<file path="src/rtl/stack_ctrl.sv">
// Stack controller: arbitrates two requesters (CPU, interrupt unit) onto a
// single stack-pointer unit and a shared memory port. One push or pop is in
// flight at a time; memory waits are bounded by TIMEOUT cycles.
module stack_ctrl #(
   parameter int TIMEOUT = 255
) (
   input  logic        clk,
   input  logic        rst,
   input  logic        req0,
   input  logic        req1,
   input  logic        op0,
   input  logic        op1,
   input  logic [3:0]  id0,
   input  logic [3:0]  id1,
   input  logic [15:0] wdata0,
   input  logic [15:0] wdata1,
   output logic        done0,
   output logic        done1,
   output logic        err,
   output logic [15:0] rdata,
   output logic        s,
   output logic        push,
   output logic        pop,
   output logic [3:0]  arg,
   output logic        readIt,
   input  logic [15:0] stackAddr,
   input  logic        stackoverflow,
   output logic [15:0] mem_addr,
   output logic [15:0] mem_wdata,
   output logic        mem_we,
   output logic        mem_re,
   input  logic        mem_ack,
   input  logic [15:0] mem_rdata
);

   typedef enum logic [2:0] {
      IDLE = 3'd0,
      CMD  = 3'd1,
      WR   = 3'd2,
      RD   = 3'd3,
      REL  = 3'd4,
      DONE = 3'd5
   } state_t;

   // Last wait cycle: the counter starts at 0 on the first WR/RD cycle.
   localparam logic [7:0] TO_LAST = 8'(TIMEOUT - 1);

   state_t      state;
   state_t      state_nxt;
   logic        gnt;        // 0 = requester 0 owns the operation
   logic        last;       // requester granted most recently
   logic        op_q;       // 1 = push
   logic [3:0]  id_q;
   logic [15:0] wdata_q;
   logic [15:0] addr_q;
   logic        err_q;
   logic [15:0] rdata_q;
   logic [7:0]  cnt;
   logic        win;
   logic        timeout_hit;

   // On a tie the requester that was not granted last wins.
   assign win         = (req0 && req1) ? ~last : req1;
   assign timeout_hit = (cnt == TO_LAST);

   // State register.
   always_ff @(posedge clk or posedge rst) begin
      if (rst) begin
         state <= IDLE;
      end else begin
         state <= state_nxt;
      end
   end

   // Next-state selection.
   always_comb begin
      state_nxt = state;
      case (state)
         IDLE: begin
            if (req0 || req1) begin
               state_nxt = CMD;
            end else begin
               state_nxt = IDLE;
            end
         end
         CMD: begin
            if (op_q && stackoverflow) begin
               state_nxt = DONE;
            end else if (op_q) begin
               state_nxt = WR;
            end else begin
               state_nxt = RD;
            end
         end
         WR: begin
            if (mem_ack || timeout_hit) begin
               state_nxt = DONE;
            end else begin
               state_nxt = WR;
            end
         end
         RD: begin
            if (mem_ack) begin
               state_nxt = REL;
            end else if (timeout_hit) begin
               // Pointer is left untouched when the read never completes.
               state_nxt = DONE;
            end else begin
               state_nxt = RD;
            end
         end
         REL:     state_nxt = DONE;
         DONE:    state_nxt = IDLE;
         default: state_nxt = IDLE;
      endcase
   end

   // Operation latches, wait counter, error/result capture and round-robin pointer.
   always_ff @(posedge clk or posedge rst) begin
      if (rst) begin
         gnt     <= 1'b0;
         last    <= 1'b1;
         op_q    <= 1'b0;
         id_q    <= 4'd0;
         wdata_q <= 16'd0;
         addr_q  <= 16'd0;
         err_q   <= 1'b0;
         rdata_q <= 16'd0;
         cnt     <= 8'd0;
      end else begin
         case (state)
            IDLE: begin
               if (req0 || req1) begin
                  gnt     <= win;
                  op_q    <= win ? op1    : op0;
                  id_q    <= win ? id1    : id0;
                  wdata_q <= win ? wdata1 : wdata0;
               end
            end
            CMD: begin
               addr_q <= stackAddr;
               cnt    <= 8'd0;
               err_q  <= op_q & stackoverflow;
            end
            WR: begin
               if (mem_ack) begin
                  err_q <= 1'b0;
               end else if (timeout_hit) begin
                  err_q <= 1'b1;
               end else begin
                  cnt <= cnt + 8'd1;
               end
            end
            RD: begin
               if (mem_ack) begin
                  rdata_q <= mem_rdata;
               end else if (timeout_hit) begin
                  err_q <= 1'b1;
               end else begin
                  cnt <= cnt + 8'd1;
               end
            end
            REL: begin
               // Stack-pointer unit flags an empty stack while readIt is high.
               err_q <= stackoverflow;
            end
            DONE: begin
               last <= gnt;
            end
            default: begin
               cnt <= 8'd0;
            end
         endcase
      end
   end

   // Outputs decoded from registered state only, so they are glitch-free
   // with respect to the inputs and clear immediately on reset.
   always_comb begin
      s         = (state == CMD);
      push      = (state == CMD) &  op_q;
      pop       = (state == CMD) & ~op_q;
      arg       = ((state == CMD) || (state == REL)) ? id_q : 4'd0;
      readIt    = (state == REL);
      mem_we    = (state == WR);
      mem_re    = (state == RD);
      mem_addr  = ((state == WR) || (state == RD)) ? addr_q : 16'd0;
      mem_wdata = (state == WR) ? wdata_q : 16'd0;
      done0     = (state == DONE) & ~gnt;
      done1     = (state == DONE) &  gnt;
      err       = (state == DONE) &  err_q;
      rdata     = rdata_q;
   end

endmodule
</file>
<file path="config.mk">
export PLATFORM = sky130hd
export DESIGN_NAME = stack_ctrl
export DESIGN_NICKNAME = d
export VERILOG_FILES = /design/src/rtl/stack_ctrl.sv
export SDC_FILE = /design/constraint.sdc
export NUM_CORES = 1
export LEC_CHECK = 0
export CORE_UTILIZATION = 43
export DETAILED_ROUTE_END_ITERATION = 6
export GPL_ROUTABILITY_DRIVEN = 1
export GPL_TIMING_DRIVEN = 0
export HOLD_SLACK_MARGIN = 0.15
export PLACE_DENSITY = 0.82
export SYNTH_ARGS = -nofsm -noshare
export SYNTH_HDL_FRONTEND = slang
export SYNTH_SLANG_ARGS = --single-unit
</file>
<file path="constraint.sdc">
create_clock -name clk -period 2.5 [get_ports clk]
set_clock_uncertainty 0.15 [all_clocks]
set_input_delay 0.5 -clock clk [delete_from_list [all_inputs] [get_ports clk]]
set_output_delay 0.5 -clock clk [all_outputs]
set_load 0.03 [all_outputs]
</file>
# Word-level counts from Yosys, hierarchy flattened
# Cells that the tools add are included.
# op_classes
mul	0
n_shift	0
n_bitwise	10
n_reduce_logical	14
n_eq_ne	9
mux	21
div	0
add_sub_neg	1
n_lt_le_gt_ge	0
# op_table
cell	count
two-way mux 16 bit	3
two-way mux 8 bit	2
one-hot mux 8 bit (2 select lines)	1
one-hot mux 3 bit (5 select lines)	1
two-way mux 3 bit	4
adder 8 x 1 -> 8 bit (second input constant)	1
equality test 8 bit (second input constant)	1
two-way mux 4 bit	2
two-way mux 1 bit	7
bitwise AND 1 bit	6
equality test 3 x 2 -> 1 bit (second input constant)	2
equality test 3 bit (second input constant)	2
!= test 2 bit (second input constant)	3
AND reduction 2 bit	3
logical OR 1 bit	4
NOT 1 bit	4
one-hot mux 1 bit (4 select lines)	1
nonzero test 4 bit	1
equality test 3 x 1 -> 1 bit (second input constant)	1
logical NOT 3 bit	1
AND reduction 3 bit	1
OR reduction 3 bit	1
logical AND 1 bit	2
OR reduction 2 bit	1
# totals
regBits	67
n_memories	0
ramBits	0
elab_cells	65
output_inout_bits	61
rom_bits	0
latch_bits	0

# Depth between registers and ports, before layout
# depth
depth_word	4
depth_mapped	7
mapped_depth_nobuf	7

# Least setup slack after synthesis
# OpenSTA, ideal clock, no wires.
# synth_path
kind	reg-to-output
startpoint	reg state[2]
endpoint	out mem_wdata[10]
path_stages_with_launch	5
setup_slack_ns	0.229
arrival_time_ns	1.621
cell_sequence	dfrtp_1 -> nand2b_1 -> nor2_1 -> clkbuf_1 -> and2_1
# synth_between
elab_chain_cells	2
# synth_lines
element	line_no	source
from (decl)	48	state_t state;
from (signal assigned)	71	state <= state_nxt;
equality test 3 x 2 -> 1 bit	-	
named net mem_we	30	output logic mem_we,
two-way mux 16 bit	188	mem_wdata = (state == WR) ? wdata_q : 16'd0;
to (decl)	29	output logic [15:0] mem_wdata,
# The timed path passes the listed nets, and every way through them passes these cells.

# Worst setup path after layout
# layout_path
startpoint	reg state[2]
endpoint	out mem_wdata[15]
# layout_between
elab_chain_cells	2
# layout_lines
element	line_no
equality test 3 x 2 -> 1 bit	188
two-way mux 16 bit	188
# Every way passes these cells.

==> impl_metrics.json <==
{
  "outcome": "completed",
  "fraction_of_the_core_area_covered_by_cells_at_the_end_of_the_flow_pct": 67.5,
  "tightest_slew_ns": 0.816,
  "n_antenna_cell": 0,
  "netlist-cell-type-count": 46,
  "globalplace.congestion": 0.858,
  "clock_sinks": 67,
  "finalSetupViolCount": 0,
  "finalHoldViolCount": 0,
  "cts_tree": "yes",
  "totalWireLength_um": 8500,
  "final_cell_area_mm2": 0.00500,
  "placed_area_mm2": 0.00489,
  "layout_common_cells": "95 x clkdlybuf4s50_1, 66 x dfrtp_1, 37 x and2_1",
  "layout_commonest_cell": "clkdlybuf4s50_1",
  "grt_setup_unrepaired": "false",
  "ys.warnings.count": 0,
  "hold-path-endpoint": "addr_q[13]",
  "place_inst": 542,
  "nNetsFinal": 537,
  "drt_iter0_drc": 148,
  "totalNegativeSetupSlack_ns": 0,
  "clkSlewWorstSetupHoldPaths_ns": 0.07,
  "initial_antenna_violation_count": 0,
  "area.growth.synth_to_final_pct": 48.6,
  "floorplan_die_width_um": 90.4,
  "num_rows": 31,
  "final_layout_size_suffix_gt1_share_pct": 24.8,
  "top_level_ports": 141,
  "synth_async_sr_flop_share_pct": 100,
  "grt_first_pass_wirelength_um": 14200,
  "cts_root_buffer": "clkbuf_8",
  "max_cap_violations": 0,
  "leakagePower_nw": 2.29,
  "grt_start_max_net_pins": 68,
  "cts_buf_count": 9,
  "clock_path_buffers": 2,
  "finalHoldWorstSlack_ns": 0.352,
  "cp-end-kind": "output port",
  "timing.hold.worst.class": "flop to flop",
  "total_power_mw": 6.04,
  "drv_slew": 0,
  "worst-r2r-setup-slack_ns": 0.56,
  "critical_path_required_ns": 1.85,
  "ys_ff_latch": 67,
  "hold_path_startpoint": "addr_q[13]",
  "drcViolationCount": 0,
  "place_hpwl_um": 6120,
  "powerDensity_mw_per_mm2": 1210,
  "syn_nets": 385,
  "worst_slew_margin_rel_pct": 45.6,
  "criticalPathCategory": "flop to output port",
  "insertion_delay_ns": 0.34,
  "timing.final.ws_setup_ns": 0.0827,
  "finalWorstPathRequiredPeriod_ns": 2.42,
  "dp_worst_setup_slack_ns": -0.412,
  "total_global_route_track_usage_pct": 22.0,
  "r2r.worst_path.cells": 7,
  "final-instance-count-excl-fill": 559,
  "timing.rr.end": "cnt[7]",
  "antenna_violating_nets_post_route": 0,
  "min_delay_path_depth": 1,
  "post-route-period-util_pct": 96.7,
  "numPortBuffers": 140,
  "cts.htree.levels": 3,
  "firstDrtPassIters": 4,
  "design.die.area_mm2": 0.00818,
  "ir_drop_v": 0.000725,
  "syn_inst_count": 303,
  "floorplan.initialDensity_pct": 45.4,
  "grt_overflow_total": 0,
  "most_instantiated_flip_flop_cell_in_the_synthesis_netlist": "dfrtp_1",
  "wl_per_cell_um": 15.2,
  "worst-path-max-fanout": 8,
  "setup.worst_path.start_class": "flop",
  "fp.dieH_um": 90.4,
  "critical_path_arrival_ns": 1.77,
  "fmaxAchievable_mhz": 414,
  "core_area_mm2": 0.00741,
  "mean_post_synth_cell_area_um2": 11.1,
  "dr_total_vias": 2810,
  "synth-edff-count": 0,
  "r2r_start": "cnt[0]",
  "first_global_vias": 2963,
  "synth_seq_area_share_pct": 49.9,
  "viasPerCell": 5.03,
  "post_synth_instance_area_mm2": 0.00336
}
-- critical path, cell delays in order, from the launching register on --
cell and delay (ns):
dfrtp_1 0.42, nand2b_2 0.25, nor2_4 0.19, and2_1 0.16, dlygate4sd2_1 0.41
-- cells by family (layout without fill, tap and decap cells) --
group	after synthesis	count (layout)	synth area share (%)
and+or+nand+nor	100	100	15.7
AOI/OAI and AO/OA	54	54	10.6
muxes	53	53	17.9
buffers and inverters	24	181	4.46
adders and majority gates	2	2	0.744
DFF	67	67	49.9
xor gates and xnor gates	3	3	0.781
-- layer usage --
metal	track usage (%)	routed length (um)	part of all wire (%)
met1	27.1	3580	42
met2	37.1	4250	50
met3	5.22	546	6.4
met4	9.01	125	1.5
met5	0	0	0
-- cells in the mapped netlist, types with 2 or more instances --
master	n	share of area, %
a211oi_1	3	0.67
a21o_1	2	0.45
a21oi_1	27	4.0
and2_1	37	6.9
and3_1	3	0.56
buf_2	8	1.2
buf_4	3	0.67
buf_6	3	1.0
clkbuf_1	3	0.33
dfrtp_1	66	49
ha_1	2	0.74
inv_1	6	0.67
mux2_2	24	8.0
mux2_4	8	3.6
mux2i_1	21	6.2
nand2_1	11	1.2
nand3_1	2	0.30
nor2_1	34	3.8
nor2b_1	4	0.74
o211ai_1	3	0.67
o21a_1	2	0.45
o21ai_0	4	0.60
o31ai_1	2	0.45
xnor2_1	3	0.78
-- state kept, by name, indices dropped and copies added, names as in the netlist --
name     cells
addr_q      16
cnt          8
err_q        1
gnt          1
id_q         4
last         1
op_q         1
rdata       16
state        3
wdata_q     16
-- power by group --
part | leakage [nW] | total [mW] | switching, mW | internal, mW
Clock | 0.113 | 1.03 | 0.412 | 0.615
Sequential | 0.795 | 1.84 | 0.263 | 1.58
Combinational | 1.38 | 3.17 | 1.75 | 1.42
Total | 2.29 | 6.04 | 2.43 | 3.61
-- how the worst max path moves through the flow --
stage,start,to,slack (ns),cells past startpoint
after floorplan,rst,addr_q[0],0.17,1
after global placement,rst,rdata[0],-0.99,2
after detailed placement,state[2],mem_wdata[11],-0.41,5
after CTS,state[1],done1,-0.008,4
after global routing,state[2],mem_wdata[0],0.009,4
final,state[2],mem_wdata[15],0.08,4
-- layout make-up --
type,instances,area (um^2)
buffer,17,136
clock buffer,12,155
clock inverter,4,72.6
fill,596,2410
inverter,6,25.0
multi-input combinational,212,1560
sequential,67,1680
tap,99,124
timing repair buffer,142,1250
-- repair_timing --
item | CTS | global route
setup endpoints to repair | 45 | 27
hold buffers | 0 | 0
gates cloned | 0 | 0
buffers inserted | 2 | 0
gates resized for setup | 146 | 49
(Power assumes the default switching activity.)
